<file path="src/rtl/mips_mem_pkg.sv">
// Shared definitions for the load/store stage.
// Holds the memory opcodes (also used by the ALU decode), the stage FSM
// states, the access-size encoding and small opcode classification helpers.
package mips_mem_pkg;

    localparam logic [5:0] OP_SB  = 6'h28;
    localparam logic [5:0] OP_SH  = 6'h29;
    localparam logic [5:0] OP_SW  = 6'h2b;
    localparam logic [5:0] OP_LW  = 6'h23;
    localparam logic [5:0] OP_LBU = 6'h24;
    localparam logic [5:0] OP_LHU = 6'h25;
    localparam logic [5:0] OP_LL  = 6'h30;
    localparam logic [5:0] OP_SC  = 6'h38;

    typedef enum logic [1:0] {IDLE, REQ, DONE} state_t;

    typedef enum logic [1:0] {BYTE, HALF, WORD} size_t;

    function automatic logic op_supported(input logic [5:0] op);
        case (op)
            OP_SB, OP_SH, OP_SW, OP_LW, OP_LBU, OP_LHU, OP_LL, OP_SC: return 1'b1;
            default: return 1'b0;
        endcase
    endfunction

    function automatic size_t op_size(input logic [5:0] op);
        case (op)
            OP_SB, OP_LBU: return BYTE;
            OP_SH, OP_LHU: return HALF;
            default:       return WORD;
        endcase
    endfunction

    // Ops that drive a bus write (sc writes only when it reaches the bus).
    function automatic logic op_writes(input logic [5:0] op);
        return (op == OP_SB) || (op == OP_SH) || (op == OP_SW) || (op == OP_SC);
    endfunction

endpackage

</file>
<file path="src/rtl/mem_lane_align.sv">
// Byte-lane steering for a 32-bit little-endian word bus.
//   size     : access size
//   addr_lo  : byte offset within the word
//   st_data  : register value to store
//   ld_word  : word returned by the bus
//   be       : byte enables (be[0] = byte 0)
//   st_lanes : store data replicated across lanes
//   ld_data  : addressed byte/halfword zero-extended, or the full word
module mem_lane_align
    import mips_mem_pkg::*;
(
    input  size_t       size,
    input  logic [1:0]  addr_lo,
    input  logic [31:0] st_data,
    input  logic [31:0] ld_word,
    output logic [3:0]  be,
    output logic [31:0] st_lanes,
    output logic [31:0] ld_data
);

    logic [31:0] ld_shift;

    // Move the addressed byte/halfword down to bit 0 before masking.
    assign ld_shift = ld_word >> {addr_lo, 3'b000};

    always_comb begin
        be       = 4'b1111;
        st_lanes = st_data;
        ld_data  = ld_word;
        case (size)
            BYTE: begin
                be       = 4'b0001 << addr_lo;
                st_lanes = {4{st_data[7:0]}};
                ld_data  = {24'b0, ld_shift[7:0]};
            end
            HALF: begin
                be       = 4'b0011 << addr_lo;
                st_lanes = {2{st_data[15:0]}};
                ld_data  = {16'b0, ld_shift[15:0]};
            end
            default: begin
                be       = 4'b1111;
                st_lanes = st_data;
                ld_data  = ld_word;
            end
        endcase
    end

endmodule

</file>
<file path="src/rtl/mem_access_stage.sv">
// Load/store stage behind the ALU: one word-wide valid/ready bus transaction
// per instruction, with lane steering, alignment faults and the ll/sc link.
//   in_*   : request from the ALU (in_ready high only in IDLE)
//   mem_*  : word bus; request fields held stable while mem_req is high
//   wb_*   : one-cycle writeback pulse with load data or sc status
//   misalign : access faulted, qualified by wb_valid
module mem_access_stage
    import mips_mem_pkg::*;
#(
    parameter int ADDR_W = 32
) (
    input  logic              clk,
    input  logic              rst,
    input  logic              in_valid,
    output logic              in_ready,
    input  logic [5:0]        in_opcode,
    input  logic [ADDR_W-1:0] in_addr,
    input  logic [31:0]       in_wdata,
    input  logic [4:0]        in_rd,
    output logic              mem_req,
    output logic              mem_we,
    output logic [ADDR_W-3:0] mem_addr,
    output logic [3:0]        mem_be,
    output logic [31:0]       mem_wdata,
    input  logic              mem_ready,
    input  logic [31:0]       mem_rdata,
    output logic              wb_valid,
    output logic              wb_we,
    output logic [4:0]        wb_rd,
    output logic [31:0]       wb_data,
    output logic              misalign
);

    state_t            state;
    logic [5:0]        op_q;
    size_t             size_q;
    logic [1:0]        lo_q;
    logic              link_valid;
    logic [ADDR_W-3:0] link_addr;

    size_t             in_size;
    logic [ADDR_W-3:0] in_word;
    logic              in_mis;
    logic              sc_hit;

    size_t             al_size;
    logic [1:0]        al_lo;
    logic [3:0]        al_be;
    logic [31:0]       al_st;
    logic [31:0]       al_ld;

    assign in_size = op_size(in_opcode);
    assign in_word = in_addr[ADDR_W-1:2];
    assign in_mis  = ((in_size == HALF) && in_addr[0]) ||
                     ((in_size == WORD) && (in_addr[1:0] != 2'b00));
    assign sc_hit  = link_valid && (link_addr == in_word);

    // One aligner serves both ends: in IDLE it steers the incoming store,
    // in REQ it extracts the load from the returning word.
    assign al_size = (state == IDLE) ? in_size : size_q;
    assign al_lo   = (state == IDLE) ? in_addr[1:0] : lo_q;

    mem_lane_align u_align (
        .size     (al_size),
        .addr_lo  (al_lo),
        .st_data  (in_wdata),
        .ld_word  (mem_rdata),
        .be       (al_be),
        .st_lanes (al_st),
        .ld_data  (al_ld)
    );

    assign in_ready = (state == IDLE);
    assign mem_req  = (state == REQ);
    assign wb_valid = (state == DONE);

    always_ff @(posedge clk or posedge rst) begin
        if (rst) begin
            state      <= IDLE;
            op_q       <= '0;
            size_q     <= WORD;
            lo_q       <= '0;
            mem_we     <= 1'b0;
            mem_addr   <= '0;
            mem_be     <= '0;
            mem_wdata  <= '0;
            wb_we      <= 1'b0;
            wb_rd      <= '0;
            wb_data    <= '0;
            misalign   <= 1'b0;
            link_valid <= 1'b0;
            link_addr  <= '0;
        end else begin
            case (state)
                IDLE: begin
                    if (in_valid && op_supported(in_opcode)) begin
                        op_q      <= in_opcode;
                        size_q    <= in_size;
                        lo_q      <= in_addr[1:0];
                        wb_rd     <= in_rd;
                        mem_we    <= op_writes(in_opcode);
                        mem_addr  <= in_word;
                        mem_be    <= al_be;
                        mem_wdata <= al_st;
                        wb_data   <= '0;
                        wb_we     <= 1'b0;
                        misalign  <= 1'b0;
                        if (in_mis) begin
                            misalign <= 1'b1;
                            state    <= DONE;
                        end else if ((in_opcode == OP_SC) && !sc_hit) begin
                            // sc fails without touching the bus; status 0.
                            wb_we      <= 1'b1;
                            link_valid <= 1'b0;
                            state      <= DONE;
                        end else begin
                            state <= REQ;
                        end
                    end
                end
                REQ: begin
                    if (mem_ready) begin
                        state <= DONE;
                        case (op_q)
                            OP_LW, OP_LBU, OP_LHU: begin
                                wb_we   <= 1'b1;
                                wb_data <= al_ld;
                            end
                            OP_LL: begin
                                wb_we      <= 1'b1;
                                wb_data    <= al_ld;
                                link_valid <= 1'b1;
                                link_addr  <= mem_addr;
                            end
                            OP_SC: begin
                                wb_we      <= 1'b1;
                                wb_data    <= 32'd1;
                                link_valid <= 1'b0;
                            end
                            default: begin
                                // Plain store: breaks a link on the same word.
                                if (link_valid && (link_addr == mem_addr))
                                    link_valid <= 1'b0;
                            end
                        endcase
                    end
                end
                DONE:    state <= IDLE;
                default: state <= IDLE;
            endcase
        end
    end

endmodule

</file>
<file path="config.mk">
export PLATFORM = sky130hd
export DESIGN_NAME = mem_access_stage
export DESIGN_NICKNAME = d
export VERILOG_FILES = /design/src/rtl/mips_mem_pkg.sv /design/src/rtl/mem_lane_align.sv /design/src/rtl/mem_access_stage.sv
export SDC_FILE = /design/constraint.sdc
export NUM_CORES = 1
export LEC_CHECK = 0
export CORE_MARGIN = 2
export CORE_UTILIZATION = 40
export CTS_CLUSTER_DIAMETER = 150
export DETAILED_ROUTE_END_ITERATION = 8
export GPL_TIMING_DRIVEN = 0
export PLACE_DENSITY = 0.78
export SETUP_SLACK_MARGIN = 0.5
export SYNTH_ARGS = -nofsm -noshare
export SYNTH_HDL_FRONTEND = slang
export SYNTH_SLANG_ARGS = --single-unit
</file>
<file path="constraint.sdc">
create_clock -name clk -period 4.8 [get_ports clk]
set_input_delay 0.72 -clock clk [delete_from_list [all_inputs] [get_ports clk]]
set_output_delay 0.72 -clock clk [all_outputs]
set_load 0.02 [all_outputs]
</file>
==> metrics.txt, run 1 <==
worst-path fanout max 6; via count 5909; via/cell ratio 5.304; CP Data Required Time 4.08 ns; Total GRT Usage 22.43%; Syn Nets 743; n_diodes 0; share of layout cells above drive strength 1 12.99%; H-tree levels 4; drt initial violations 352; Crit. End Element output pin; CTS Buf Count 17; RSZ-0062 raised after global routing no; Initial Util 41.02%; Final Hold Violating Endpoints 0; Max stage delay on crit path 0.67 ns; ys flop type dfrtp_1; Crit path arrival time 2.01 ns; DP Wirelength 16280 um; Worst Tran Pin Value 0.6125 ns; CTS Root Cell clkbuf_16; cell family with most CP delay buffers and inverters; RePlAce Congestion 0.8384; total gr overflow 0; Post-Syn Instances 632; clock sink count 149; die area 0.01959 mm^2; final core occ 58.49%; Tmin final 2.730 ns; Max rail drop VDD 261.5 uV; largest net degree at the start of global routing 41; commonest cells in the netlist dfrtp_1, nand2_1, mux2_1; drt wl/cell 19.60 um; router iterations before antenna repair 5; Synth area leaders dfrtp_1, mux2_1, mux2_2, xor2_1, mux2i_1; DIE WIDTH 140.0 um; critical path class register to output pin; status completed; Slew Limit Fails 0; first-pass GRT wire length 34330 um; final setup violation count 0; Post-Syn Area per Cell 11.70 um^2; max cap viols 0; number of port buffers 218; IO Pins 220; Die Y 140.0 um; Slowest-stage cell, CP clkdlybuf4s50_1; vias in the first global route 6088; initial antenna violation count 0; post-CTS setup buffer count 0; CTS tree built; post-route ant nets 0; P per Cell Area 421.7 mW/mm^2; hold crit path type register to register; # rows 49; worst-path cell chain nand2b_1 -> inv_1 -> clkdlybuf4s50_1; Fillers 1530; Max Fclk 366.2 MHz; fin crit share 56.88%; Gates resized, CTS repair 0; worst-case clock buffer depth 2; ys async rst share 100.0%; Core Box Area 0.01802 mm^2; Cells after DPL 1083; Synth Register Bits 149; count of cell types in the netlist 61; crit path buf inv count 2; Setup Skew 0.01400 ns; leakage power figure 4.682 nW; startpoint type of the worst setup path register; YS warnings 0; Final Instance Count excl. Fillers 1114; Slew HR 59.16%; Clk pin slew, worst setup/hold paths 0.06 ns; count leader, synth dfrtp_1; Remaining DRCs 0; part of the Yosys area used for sequential elements 50.44%; Yosys top cell area share 50.08%; number of synthesized flops with an enable pin 0; largest area contributor in the netlist dfrtp_1; Worst-Skew Late Latency 0.43 ns; Post-Syn Area 0.007395 mm^2; Layout Area Growth over Synthesis 42.57%; final WL 21830 um; Final TNS setup 0 ns; post-cts hold buffer count 0; final net count 984
[flip-flops by register name, summed over array words and instances (netlist names)]
name	cells
link_addr	30
link_valid	1
lo_q	2
mem_addr	30
mem_be	4
mem_wdata	32
mem_we	1
misalign	1
op_q	6
size_q	2
state	2
wb_data	32
wb_rd	5
wb_we	1
[layout make-up]
| class | instances | area [um^2] | area share (%) |
|---|---|---|---|
| flip-flops and latches | 149 | 3730 | 35.38 |
| multi-input cells | 442 | 3403 | 32.28 |
| repair buffers | 222 | 2262 | 21.46 |
| clock buffers | 19 | 442.9 | 4.201 |
| well taps | 229 | 286.5 | 2.718 |
| plain buffers | 31 | 224.0 | 2.124 |
| clock inverters | 12 | 152.6 | 1.448 |
| inverters | 10 | 41.29 | 0.3916 |
[where the power goes]
| part | internal (W) | total, W | switching [W] | leakage [nW] |
|---|---|---|---|---|
| registers | 0.00151 | 0.00171 | 0.000207 | 1.92 |
| logic | 0.000687 | 0.00136 | 0.000674 | 2.48 |
| clock network | 0.000828 | 0.00137 | 0.000545 | 0.282 |
| total | 0.00302 | 0.00445 | 0.00143 | 4.68 |
[per-layer routing]
metal	part of all wire [%]	vias up	global-route usage [%]
li1	-	2770	-
met1	45	2948	29.99
met4	1.8	0	5.895
met5	0	-	0
met3	4.7	24	6.051
met2	49	167	36.35
[layout by cell type, fill, tap and decap left out, types with 17 or more instances in the layout]
master / Yosys / routed
o21ai_1: 29 / 29
clkdlybuf4s50_1: 0 / 218
dfrtp_1: 148 / 148
xnor2_1: 19 / 19
xor2_1: 42 / 42
mux2_2: 33 / 33
o21ai_0: 24 / 24
mux2_1: 48 / 48
clkbuf_16: 0 / 17
nand2_1: 69 / 69
mux2i_1: 32 / 32
a21oi_1: 22 / 22
[kinds of logic after synthesis]
family                 count (synthesis)  share of synthesized area, %
AO/OA/AOI/OAI                        136                         12.37
AND/OR/NAND/NOR                      129                         9.070
flip-flops                           149                         50.44
buffers and inverters                 41                         3.536
XOR/XNOR                              61                         7.225
multiplexers                         116                         17.36
[per-stage QoR]
| step | setup WS (ns) | area, um^2 | hold slack [ns] | power [W] |
|---|---|---|---|---|
| after floorplan | 2.206 | 7398 | 0.4503 | 0.002387 |
| after global placement | 0.8050 | 9867 | 0.4600 | 0.003057 |
| after detailed placement | 1.780 | 9947 | 0.4705 | 0.003097 |
| after CTS | 2.084 | 10540 | 0.4819 | 0.004479 |
| after global routing | 1.944 | 10540 | 0.4996 | 0.004648 |
| final | 2.070 | 10540 | 0.4767 | 0.004446 |
[path summary, 6_finish.rpt]
kind / startpoint / endpoint / slack (ns) / cells past startpoint
hold reg to reg: mem_wdata[29] / mem_wdata[29] / 0.48 / 2
min in group asynchronous: rst / wb_rd[4] / 0.70 / 2
setup reg to reg: state[0] / wb_data[0] / 2.47 / 6
max in group asynchronous: rst / mem_addr[27] / 3.25 / 4
setup / recovery: state[1] / mem_req / 2.07 / 3
hold / removal: mem_wdata[29] / mem_wdata[29] / 0.48 / 2
[worst min-delay path: stages (launching register included)]
cell,delay [ns]
dfrtp_1,0.34
nand2_1,0.05
o21ai_0,0.06
Note: power is estimated with default switching activity, not from simulation.
==> run 2: changes to the inputs <==
--- a/config.mk
+++ b/config.mk
@@ -10,7 +10,7 @@
 export CTS_CLUSTER_DIAMETER = 150
 export DETAILED_ROUTE_END_ITERATION = 8
 export GPL_TIMING_DRIVEN = 0
-export PLACE_DENSITY = 0.78
+export PLACE_DENSITY = 0.76
 export SETUP_SLACK_MARGIN = 0.5
 export SYNTH_ARGS = -nofsm -noshare
 export SYNTH_HDL_FRONTEND = slang
==> constraint.sdc (replaced) <==
create_clock -name clk -period 2.8 [get_ports clk]
set_input_delay 0.42 -clock clk [delete_from_list [all_inputs] [get_ports clk]]
set_output_delay 0.42 -clock clk [all_outputs]
set_load 0.02 [all_outputs]
==> metrics.txt, run 2 (same netlist as run 1, synthesis figures left out) <==
final WL 21720 um (-0.50%); fin crit share 78.93%; # rows 49 (unchanged); largest registers mem_wdata: 32 flops, wb_data: 32 flops; Slew Limit Fails 0 (unchanged); Max stage delay on crit path 0.66 ns (about the same); CTS Root Cell clkbuf_16; routing usage on met2 36.71% (+0.36 points); Total GRT Usage 22.69% (+0.27 points); Clk pin slew, worst setup/hold paths 0.06 ns (about the same); RSZ-0062 raised after global routing yes; post-cts hold buffer count 0 (unchanged); Tmin final 2.210 ns; hold crit path type input pin to register; status completed; Post-Place Cell Area 0.009927 mm^2 (-0.20%); Final Instance Count excl. Fillers 1116 (+0.18%); worst-path cell chain nor2_4 -> clkdlybuf4s50_1; final setup violation count 0 (unchanged); met3 Usage GRT 5.299% (-0.75 points); Final Hold Violating Endpoints 0 (unchanged); via count 5992 (+1.4%); Initial Util 41.02% (unchanged); worst-case clock buffer depth 2 (unchanged); first-pass GRT wire length 34790 um (+1.3%); Core Box Area 0.01802 mm^2 (unchanged); Slowest-stage cell, CP clkdlybuf4s50_1; DP Worst Slack 0.1397 ns (-1.640 ns); IO Pins 220 (unchanged); max cap viols 0 (unchanged); total gr overflow 0 (unchanged); Worst-Skew Late Latency 0.43 ns (about the same); P per Cell Area 720.9 mW/mm^2 (+71%); H-tree levels 4 (unchanged); setup ws final 0.5901 ns (-1.479 ns); Setup Skew 0.007601 ns (-0.006404 ns); largest net degree at the start of global routing 40 (-2.4%); drt wl/cell 19.47 um (-0.68%); number of port buffers 218 (unchanged); initial antenna violation count 0 (unchanged); Layout Area Growth over Synthesis 43.00%; DIE WIDTH 140.0 um (unchanged); most frequent cells in the layout clkdlybuf4s50_1, dfrtp_1, nand2_1; drt initial violations 356 (+1.1%); clock sink count 149 (unchanged); post-route cell area 0.01057 mm^2 (+0.30%); GR Util met1 30.13% (+0.14 points); CP Data Required Time 2.38 ns (-1.70 ns); critical path class register to output pin; final net count 987 (+0.30%); worst-path fanout max 7 (+1); Worst Tran Pin Value 0.8919 ns (+0.2795 ns); share of layout cells above drive strength 1 13.98% (+0.99 points); Worst Setup SP state[0]; Max Fclk 452.5 MHz; post-route ant nets 0 (unchanged); HP Start in_opcode[0]; cell family with most CP delay buffers and inverters; reg2reg start state[0]; final core occ 58.66% (+0.17 points); Slew HR 40.41% (-19 points); startpoint type of the worst setup path register; CTS Buf Count 17 (unchanged); Die Y 140.0 um (unchanged); leakage power figure 4.719 nW (+0.79%); RePlAce Congestion 0.8538 (+1.8%); crit path buf inv count 1 (-1); grt peak-use layer met2; most common cell after layout, fill and taps aside clkdlybuf4s50_1; Crit path arrival time 1.79 ns (-0.22 ns); die area 0.01959 mm^2 (unchanged); n_diodes 0 (unchanged); CTS tree built; vias in the first global route 6243 (+2.5%); via/cell ratio 5.369 (+1.2%); Cells after DPL 1082 (-0.092%); Crit. End Element output pin; DP Wirelength 15890 um (-2.4%); Remaining DRCs 0 (unchanged); router iterations before antenna repair 8 (+3); Max rail drop VDD 407.7 uV (+56%)
-- run 2: changes by cell type in the layout (fill, tap and decap cells not counted), sizes merged --
| cell | change |
|---|---|
| dlygate4sd2 | +1 |
| buf | +4 |
| clkdlybuf4s50 | -1 |
| clkinvlp | -1 |
| clkinv | +1 |
| clkbuf | -2 |
-- run 2: per-stage QoR --
stage | TNS, ns | power [W] | hold slack, ns
2_1_floorplan | 0 | 0.004093 | 0.4503
3_3_place_gp | -134.39 | 0.005247 | 0.4607
3_5_place_dp | 0 | 0.005294 | 0.4700
4_1_cts | 0 | 0.007673 | 0.3597
5_1_grt | 0 | 0.007961 | 0.3879
6_report | 0 | 0.007622 | 0.3714
-- run 2: cell type report --
class,instances,area (um^2)
repair buffers,225,2271
multi-input cells,442,3422
well taps,229,286.5
flip-flops and latches,149,3730
clock buffers,18,439.2
fillers,1539,7451
clock inverters,12,153.9
inverters,10,41.29
plain buffers,31,230.2
-- run 2: routing by layer --
layer / vias up / part of all wire [%]
li1: 2767 / -
met1: 2994 / 44
met2: 195 / 48
met3: 36 / 5.4
met4: 0 / 2.6
met5: - / 0
-- run 2: report_power, final --
| group | internal [W] | switching (W) | total (W) | leakage (nW) |
|---|---|---|---|---|
| registers | 0.00258 | 0.000357 | 0.00294 | 1.92 |
| logic | 0.00118 | 0.00115 | 0.00233 | 2.52 |
| clock network | 0.00142 | 0.000934 | 0.00235 | 0.284 |
| total | 0.00518 | 0.00244 | 0.00762 | 4.72 |
-- run 2: timing repair --
| action | CTS | global route |
|---|---|---|
| gates resized for setup | 1 | 14 |
| setup buffers | 2 | 2 |
| pin swaps | 1 | 0 |
| setup endpoints to repair | 2 | 36 |
-- run 2: path summary, 6_finish.rpt --
path	to	slack [ns]	cells past startpoint
max	in_ready	0.59	2
min	size_q[0]	0.37	3
max reg2reg	wb_data[0]	0.67	6
min reg2reg	mem_we	0.48	1
max in group asynchronous	mem_wdata[30]	1.33	4
min in group asynchronous	wb_rd[4]	0.52	2
-- run 2: worst register-to-register path: cells and delay by family (launching register included) --
kind | cells | cell delay [ns]
AO/OA/AOI/OAI | 3 | 0.78
AND/OR/NAND/NOR | 1 | 0.24
flip-flops | 1 | 0.47
multiplexers | 1 | 0.38
buffers and inverters | 1 | 0.18
